### src/rtl/alu_issue_ctrl_if.sv
// Instruction handshake between the program sequencer and the ALU issue controller.
interface alu_issue_ctrl_if #(
    parameter int INSTR_WIDTH = 24
);
    logic [INSTR_WIDTH-1:0] ps_instr;
    logic                   ps_instr_vld;
    logic                   ps_instr_rdy;

    modport master (
        output ps_instr,
        output ps_instr_vld,
        input  ps_instr_rdy
    );

    modport slave (
        input  ps_instr,
        input  ps_instr_vld,
        output ps_instr_rdy
    );
endinterface

### src/rtl/alu_issue_ctrl.sv
// Issues one decoded ALU instruction at a time, evaluates its condition code and
// captures the returned ALU flags into ASTAT / STKY.
module alu_issue_ctrl #(
    parameter int INSTR_WIDTH = 24,
    parameter int ADDR_WIDTH  = 4
) (
    input  logic                  clk,
    input  logic                  reset,
    alu_issue_ctrl_if.slave       ps_if,
    input  logic                  mode_sat,
    input  logic                  stky_clr,
    input  logic                  alu_ps_az,
    input  logic                  alu_ps_an,
    input  logic                  alu_ps_ac,
    input  logic                  alu_ps_av,
    output logic                  ps_alu_en,
    output logic                  ps_alu_log,
    output logic [1:0]            ps_alu_hc,
    output logic [2:0]            ps_alu_sc,
    output logic                  ps_alu_sat,
    output logic [ADDR_WIDTH-1:0] xb_rx_addr,
    output logic [ADDR_WIDTH-1:0] xb_ry_addr,
    output logic                  rf_wr_en,
    output logic [ADDR_WIDTH-1:0] rf_wr_addr,
    output logic [3:0]            astat,
    output logic [1:0]            stky,
    output logic                  instr_done,
    output logic                  instr_skip,
    output logic                  instr_illegal
);
    typedef enum logic [1:0] {IDLE = 2'd0, ISSUE = 2'd1, EXEC = 2'd2} state_t;

    state_t                state_q;
    logic                  rdy_q, en_q, log_q, sat_q, wr_en_q;
    logic [1:0]            hc_q;
    logic [2:0]            sc_q;
    logic [ADDR_WIDTH-1:0] rx_q, ry_q, wr_addr_q;
    logic [3:0]            astat_q, astat_d;
    logic [1:0]            stky_q, stky_d;
    logic                  done_q, skip_q, ill_q;

    logic                  accept_s, legal_s, cond_ok_s, av_set_s, is_cmp_s;
    logic                  f_log_s;
    logic [1:0]            f_hc_s;
    logic [2:0]            f_sc_s;
    logic [3:0]            f_cond_s;
    logic [ADDR_WIDTH-1:0] f_rn_s, f_rx_s, f_ry_s;
    logic                  unused_bits_s;

    function automatic logic op_legal(input logic lg, input logic [1:0] hc, input logic [2:0] sc);
        logic ok;
        case ({lg, hc, sc})
            6'b1_00_000, 6'b1_00_001, 6'b1_00_010,
            6'b1_10_000, 6'b1_10_001, 6'b1_11_000,
            6'b0_00_000, 6'b0_00_001, 6'b0_00_010, 6'b0_00_011, 6'b0_00_101,
            6'b0_01_001, 6'b0_01_011, 6'b0_10_001, 6'b0_11_001: ok = 1'b1;
            default: ok = 1'b0;
        endcase
        return ok;
    endfunction

    // astat layout is {av, ac, an, az}
    function automatic logic cond_true(input logic [3:0] cnd, input logic [3:0] st);
        logic t;
        case (cnd)
            4'b0000: t = 1'b1;
            4'b0001: t = st[0];
            4'b0010: t = ~st[0];
            4'b0011: t = st[1];
            4'b0100: t = ~st[1];
            4'b0101: t = st[2];
            4'b0110: t = ~st[2];
            4'b0111: t = st[3];
            4'b1000: t = ~st[3];
            default: t = 1'b0;
        endcase
        return t;
    endfunction

    assign f_log_s       = ps_if.ps_instr[22];
    assign f_hc_s        = ps_if.ps_instr[21:20];
    assign f_sc_s        = ps_if.ps_instr[19:17];
    assign f_cond_s      = ps_if.ps_instr[16:13];
    assign f_rn_s        = ps_if.ps_instr[12:9];
    assign f_rx_s        = ps_if.ps_instr[8:5];
    assign f_ry_s        = ps_if.ps_instr[4:1];
    assign unused_bits_s = ps_if.ps_instr[23] ^ ps_if.ps_instr[0];

    // Accept decode, flag capture and sticky next-state
    always_comb begin
        accept_s  = (state_q == IDLE) && rdy_q && ps_if.ps_instr_vld;
        legal_s   = op_legal(f_log_s, f_hc_s, f_sc_s);
        cond_ok_s = cond_true(f_cond_s, astat_q);
        is_cmp_s  = !log_q && (hc_q == 2'b00) && (sc_q == 3'b101);
        astat_d   = astat_q;
        av_set_s  = 1'b0;
        if (state_q == EXEC) begin
            if (log_q) begin
                astat_d = {2'b00, alu_ps_an, alu_ps_az};
            end else if (is_cmp_s) begin
                astat_d = {astat_q[3:2], alu_ps_an, alu_ps_az};
            end else begin
                astat_d  = {alu_ps_av, alu_ps_ac, alu_ps_an, alu_ps_az};
                av_set_s = alu_ps_av;
            end
        end else begin
            astat_d = astat_q;
        end
        // a set event in the same cycle as stky_clr takes priority
        stky_d[1] = (stky_q[1] & ~stky_clr) | (accept_s & ~legal_s);
        stky_d[0] = (stky_q[0] & ~stky_clr) | av_set_s;
    end

    // Issue sequencer with registered control and status outputs
    always_ff @(posedge clk or posedge reset) begin
        if (reset) begin
            state_q   <= IDLE;
            rdy_q     <= 1'b0;
            en_q      <= 1'b0;
            log_q     <= 1'b0;
            hc_q      <= 2'b00;
            sc_q      <= 3'b000;
            sat_q     <= 1'b0;
            rx_q      <= '0;
            ry_q      <= '0;
            wr_en_q   <= 1'b0;
            wr_addr_q <= '0;
            astat_q   <= 4'b0000;
            stky_q    <= 2'b00;
            done_q    <= 1'b0;
            skip_q    <= 1'b0;
            ill_q     <= 1'b0;
        end else begin
            en_q    <= 1'b0;
            wr_en_q <= 1'b0;
            done_q  <= 1'b0;
            skip_q  <= 1'b0;
            ill_q   <= 1'b0;
            astat_q <= astat_d;
            stky_q  <= stky_d;
            case (state_q)
                IDLE: begin
                    rdy_q <= 1'b1;
                    if (accept_s) begin
                        if (!legal_s) begin
                            ill_q  <= 1'b1;
                            done_q <= 1'b1;
                        end else if (!cond_ok_s) begin
                            skip_q <= 1'b1;
                            done_q <= 1'b1;
                        end else begin
                            state_q   <= ISSUE;
                            rdy_q     <= 1'b0;
                            en_q      <= 1'b1;
                            log_q     <= f_log_s;
                            hc_q      <= f_hc_s;
                            sc_q      <= f_sc_s;
                            sat_q     <= mode_sat;
                            rx_q      <= f_rx_s;
                            ry_q      <= f_ry_s;
                            wr_addr_q <= f_rn_s;
                        end
                    end
                end
                ISSUE: begin
                    state_q <= EXEC;
                    rdy_q   <= 1'b0;
                    wr_en_q <= ~is_cmp_s;
                end
                EXEC: begin
                    state_q <= IDLE;
                    rdy_q   <= 1'b1;
                    done_q  <= 1'b1;
                end
                default: begin
                    state_q <= IDLE;
                    rdy_q   <= 1'b1;
                end
            endcase
        end
    end

    assign ps_if.ps_instr_rdy = rdy_q;
    assign ps_alu_en          = en_q;
    assign ps_alu_log         = log_q;
    assign ps_alu_hc          = hc_q;
    assign ps_alu_sc          = sc_q;
    assign ps_alu_sat         = sat_q;
    assign xb_rx_addr         = rx_q;
    assign xb_ry_addr         = ry_q;
    assign rf_wr_en           = wr_en_q;
    assign rf_wr_addr         = wr_addr_q;
    assign astat              = astat_q;
    assign stky               = stky_q;
    assign instr_done         = done_q;
    assign instr_skip         = skip_q;
    assign instr_illegal      = ill_q;
endmodule

### src/flat_wrapper.sv
// flat-port wrapper written by rule: the top's interface ports become plain ports
module alu_issue_ctrl_flat 
#(
    parameter int INSTR_WIDTH = 24,
    parameter int ADDR_WIDTH  = 4
)
  (clk, reset, mode_sat, stky_clr, alu_ps_az, alu_ps_an, alu_ps_ac, alu_ps_av, ps_alu_en, ps_alu_log, ps_alu_hc, ps_alu_sc, ps_alu_sat, xb_rx_addr, xb_ry_addr, rf_wr_en, rf_wr_addr, astat, stky, instr_done, instr_skip, instr_illegal, ps_if_ps_instr, ps_if_ps_instr_vld, ps_if_ps_instr_rdy);
  alu_issue_ctrl_if #(.INSTR_WIDTH(INSTR_WIDTH)) ps_if_i ();
  input  logic clk;
  input  logic reset;
  input  logic mode_sat;
  input  logic stky_clr;
  input  logic alu_ps_az;
  input  logic alu_ps_an;
  input  logic alu_ps_ac;
  input  logic alu_ps_av;
  output logic ps_alu_en;
  output logic ps_alu_log;
  output logic [1:0] ps_alu_hc;
  output logic [2:0] ps_alu_sc;
  output logic ps_alu_sat;
  output logic [ADDR_WIDTH-1:0] xb_rx_addr;
  output logic [ADDR_WIDTH-1:0] xb_ry_addr;
  output logic rf_wr_en;
  output logic [ADDR_WIDTH-1:0] rf_wr_addr;
  output logic [3:0] astat;
  output logic [1:0] stky;
  output logic instr_done;
  output logic instr_skip;
  output logic instr_illegal;
  input wire logic [$bits(ps_if_i.ps_instr)-1:0] ps_if_ps_instr;
  input wire logic [$bits(ps_if_i.ps_instr_vld)-1:0] ps_if_ps_instr_vld;
  output wire logic [$bits(ps_if_i.ps_instr_rdy)-1:0] ps_if_ps_instr_rdy;
  assign ps_if_i.ps_instr = ps_if_ps_instr;
  assign ps_if_i.ps_instr_vld = ps_if_ps_instr_vld;
  assign ps_if_ps_instr_rdy = ps_if_i.ps_instr_rdy;
  alu_issue_ctrl #(.INSTR_WIDTH(INSTR_WIDTH), .ADDR_WIDTH(ADDR_WIDTH)) u_core (.clk(clk), .reset(reset), .ps_if(ps_if_i), .mode_sat(mode_sat), .stky_clr(stky_clr), .alu_ps_az(alu_ps_az), .alu_ps_an(alu_ps_an), .alu_ps_ac(alu_ps_ac), .alu_ps_av(alu_ps_av), .ps_alu_en(ps_alu_en), .ps_alu_log(ps_alu_log), .ps_alu_hc(ps_alu_hc), .ps_alu_sc(ps_alu_sc), .ps_alu_sat(ps_alu_sat), .xb_rx_addr(xb_rx_addr), .xb_ry_addr(xb_ry_addr), .rf_wr_en(rf_wr_en), .rf_wr_addr(rf_wr_addr), .astat(astat), .stky(stky), .instr_done(instr_done), .instr_skip(instr_skip), .instr_illegal(instr_illegal));
endmodule
### config.mk
export PLATFORM = sky130hd
export DESIGN_NAME = alu_issue_ctrl_flat
export DESIGN_NICKNAME = d
export VERILOG_FILES = /design/src/rtl/alu_issue_ctrl_if.sv /design/src/rtl/alu_issue_ctrl.sv /design/src/flat_wrapper.sv
export SDC_FILE = /design/constraint.sdc
export NUM_CORES = 1
export LEC_CHECK = 0
export BUFFER_PORTS_ARGS = -buffer_cell sky130_fd_sc_hd__buf_2
export CAP_MARGIN = 5
export CORE_MARGIN = 2
export CORE_UTILIZATION = 47
export CTS_CLUSTER_DIAMETER = 200
export CTS_CLUSTER_SIZE = 30
export DETAILED_ROUTE_END_ITERATION = 7
export PLACE_DENSITY = 0.79
export SLEW_MARGIN = 30
export SYNTH_ARGS = -nofsm -noshare
export SYNTH_HDL_FRONTEND = slang
export SYNTH_SLANG_ARGS = --single-unit
### constraint.sdc
create_clock -name clk -period 5.6 [get_ports clk]
set_clock_uncertainty 0.2 [all_clocks]
set_input_delay 0.84 -clock clk [delete_from_list [all_inputs] [get_ports clk]]
set_output_delay 0.84 -clock clk [all_outputs]
set_load 0.1 [all_outputs]
==> impl_metrics.tcl <==
set metrics [dict create \
    status "finished, final reports clean" \
    die_w_um 60.0 \
    root_buffer "clkbuf_4" \
    drive_above_1_share_pct 56.4 \
    grt_max_degree 34 \
    dieArea_um2 3610 \
    regToRegSetupSlack_ps 3310 \
    initial_core_util_pct 48.8 \
    startpoint_type "input pin" \
    ys_ff_latch 33 \
    post_cts_buffers 0 \
    max_stage_delay_ps 420 \
    cts_hold_buf 0 \
    synth_top_family_by_area "multiplexers" \
    synth.avg_cell_area_um2 14.3 \
    drt_iter0_drc 23 \
    crit_buf_inv 2 \
    place_congestion 0.731 \
    overflow 0 \
    hold_end "u_core.stky[1]$_DFF_PP0_" \
    clkTransAtPathRegs_ps 110 \
    wl_per_cell_um 13.6 \
    place_hpwl_mm 2.24 \
    synth_edf_count 0 \
    worst_setup_path_end_kind "register" \
    synthCells 103 \
    cpMaxStageDelayCell "a311oi_1" \
    ys.flop_type "dfrtp_1" \
    period_minus_slack_ps 2520 \
    clk_path_buf_depth 2 \
    syn_nets 136 \
    placementRows 20 \
    fmax_ghz 0.397 \
    synthMuxAreaShare_pct 22.0 \
    holdCritStartpoint "u_core.stky[1]$_DFF_PP0_" \
    cpLargestDelayFamily "compound AO/OA/AOI/OAI gates" \
    ctsResizeCount 0 \
    diodes 0 \
    cts.sinks 33 \
    cp.arrival_ps 2550 \
    synthArstFlopShare_pct 100 \
    die_h_um 60.0 \
    yosys.area_share.simple_pct 12.4 \
    r2r_end "u_core.xb_ry_addr[2]$_DFFE_PP0P_" \
    syn_to_final_growth_pct 27.4 \
    required_ps 5640 \
    cts_tree "yes" \
    hold_class "reg -> reg" \
    critical_path_class "in -> reg" \
    synth_xor_xnor_area_share_pct 0 \
    pin_count 64 \
    ant_nets 0 \
    slew_viol_final 0 \
    coreArea_um2 3030 \
    synth_area_um2 1480 \
    numCtsBuffers 5 \
    max_cap_viol_count 0 \
    worst_pin_slew_ps 478 \
    finalSetupViolations 0 \
    grt_setup_unrepaired "false" \
    grt_pass1_vias 1059 \
    first_pass_iters 4 \
    ff2ff_path_depth 6 \
    yosysUniqueCellTypes 31 \
    path_cells "buf_2, nand2b_1, a311oi_1, o31ai_2, nor3_4, buf_4, mux2_2" \
    synth_fa_ha_area_share_pct 0 \
    nets 204 \
    insertion_delay_ps 340 \
    critPathMaxFanout 21 \
    hold_violations 0 \
    yosys_warnings 0 \
    htree_levels 2 \
    critical_path.reg2reg.startpoint "u_core.astat[3]$_DFFE_PP0P_" \
    tns_ps 0 \
    portBuffers 61 \
    synth_compound_area_share_pct 7.12 \
    grt_pass1_wl_mm 4.64 \
    route.detailed.drc 0 \
    holdPathStages 1 \
    via_count 1065 \
    fin_crit_sh_pct 45.0 \
    antenna_found_initial 0 \
    max_slew_margin_pct 67.9 \
    routed_wl_mm 2.93 \
    ys_seq_area_share_pct 55.9 \
    viasPerCell 4.93 \
    grt_usage_pct 17.8 \
]
-- worst reg2reg max path: cells and delay by family, from the launching register on --
| family | cells | cell delay (ps) |
|---|---|---|
| flops | 1 | 420 |
| compound gates | 1 | 180 |
| buf+inv | 1 | 350 |
| simple gates | 3 | 650 |
| mux | 1 | 380 |
-- sequential cells by signal, summed over array words and instances (netlist names), 2 cells and up --
register,flops
u_core.ps_alu_sc,3
u_core.astat,4
u_core.rf_wr_addr,4
u_core.ps_alu_hc,2
u_core.state_q,2
u_core.stky,2
u_core.xb_ry_addr,4
u_core.xb_rx_addr,4
-- stage by stage --
step                      worst slack [ps]  area [µm²]  cells  util [%]  hold slack (ps)
after CTS                             3090        1880    216      62.1              286
after global placement                2760        1830    208      60.4              257
final                                 3080        1880    216      62.1              283
after detailed placement              2710        1830    208      60.4              261
after global routing                  2960        1880    216      62.1              293
after floorplan                       3070        1480    103         -              277
-- logic make-up after synthesis --
group	after synthesis
buffers and inverters	6
AOI/OAI and AO/OA	13
DFF	33
and+or+nand+nor	28
muxes	23
-- placed cells by master (no fill, tap or decap), drive strengths merged, types with 2 or more instances in the layout --
| cell | n |
|---|---|
| a311oi | 2 |
| nor3 | 6 |
| clkbuf | 6 |
| nor4 | 2 |
| buf | 63 |
| mux2 | 22 |
| nor2b | 5 |
| a21oi | 2 |
| o21ai | 3 |
| nand2b | 2 |
| inv | 4 |
| clkinv | 2 |
| or3 | 2 |
| nor2 | 4 |
| dfrtp | 33 |
-- layer usage --
layer,global-route usage [%],wire length (µm)
met3,6.28,195
met1,21.4,1260
met5,0,0
met4,7.30,46
met2,28.9,1430
-- area by class of cell --
type	count	area, µm²
timing repair buffer	63	320
sequential	33	826
inverter	4	15.0
clock buffer	6	41.3
multi-input combinational	64	613
fill	246	1150
tap	44	55.1
clock inverter	2	10.0
-- cell usage after synthesis (2+ instances only) --
cell type	number	area (µm²)
a311oi_1	2	17.5
buf_6	2	22.5
dfrtp_1	33	826
inv_1	4	15.0
mux2_2	4	45.0
mux2_4	18	270
nand2b_1	2	12.5
nor2_1	4	15.0
nor2b_1	5	31.3
nor3_1	4	20.0
nor4_1	2	12.5
o21ai_0	3	15.0
or3_1	2	12.5
-- worst max path at each step --
stage	from	depth (start not counted)	slack, ps	end
2_1_floorplan	u_core.astat[3]$_DFFE_PP0P_	6	3070	u_core.ps_alu_sc[0]$_DFFE_PP0P_
3_3_place_gp	ps_if_ps_instr[17]	7	2760	u_core.xb_ry_addr[2]$_DFFE_PP0P_
3_5_place_dp	ps_if_ps_instr[17]	7	2710	u_core.xb_ry_addr[2]$_DFFE_PP0P_
4_1_cts	ps_if_ps_instr[17]	7	3090	u_core.xb_ry_addr[2]$_DFFE_PP0P_
5_1_grt	ps_if_ps_instr[22]	7	2960	u_core.xb_ry_addr[2]$_DFFE_PP0P_
6_report	ps_if_ps_instr[17]	7	3080	u_core.xb_ry_addr[2]$_DFFE_PP0P_
Power is left out: the tool's default activity adds up to more than one toggle a clock period on the data nets, which glitch-free logic cannot reach.
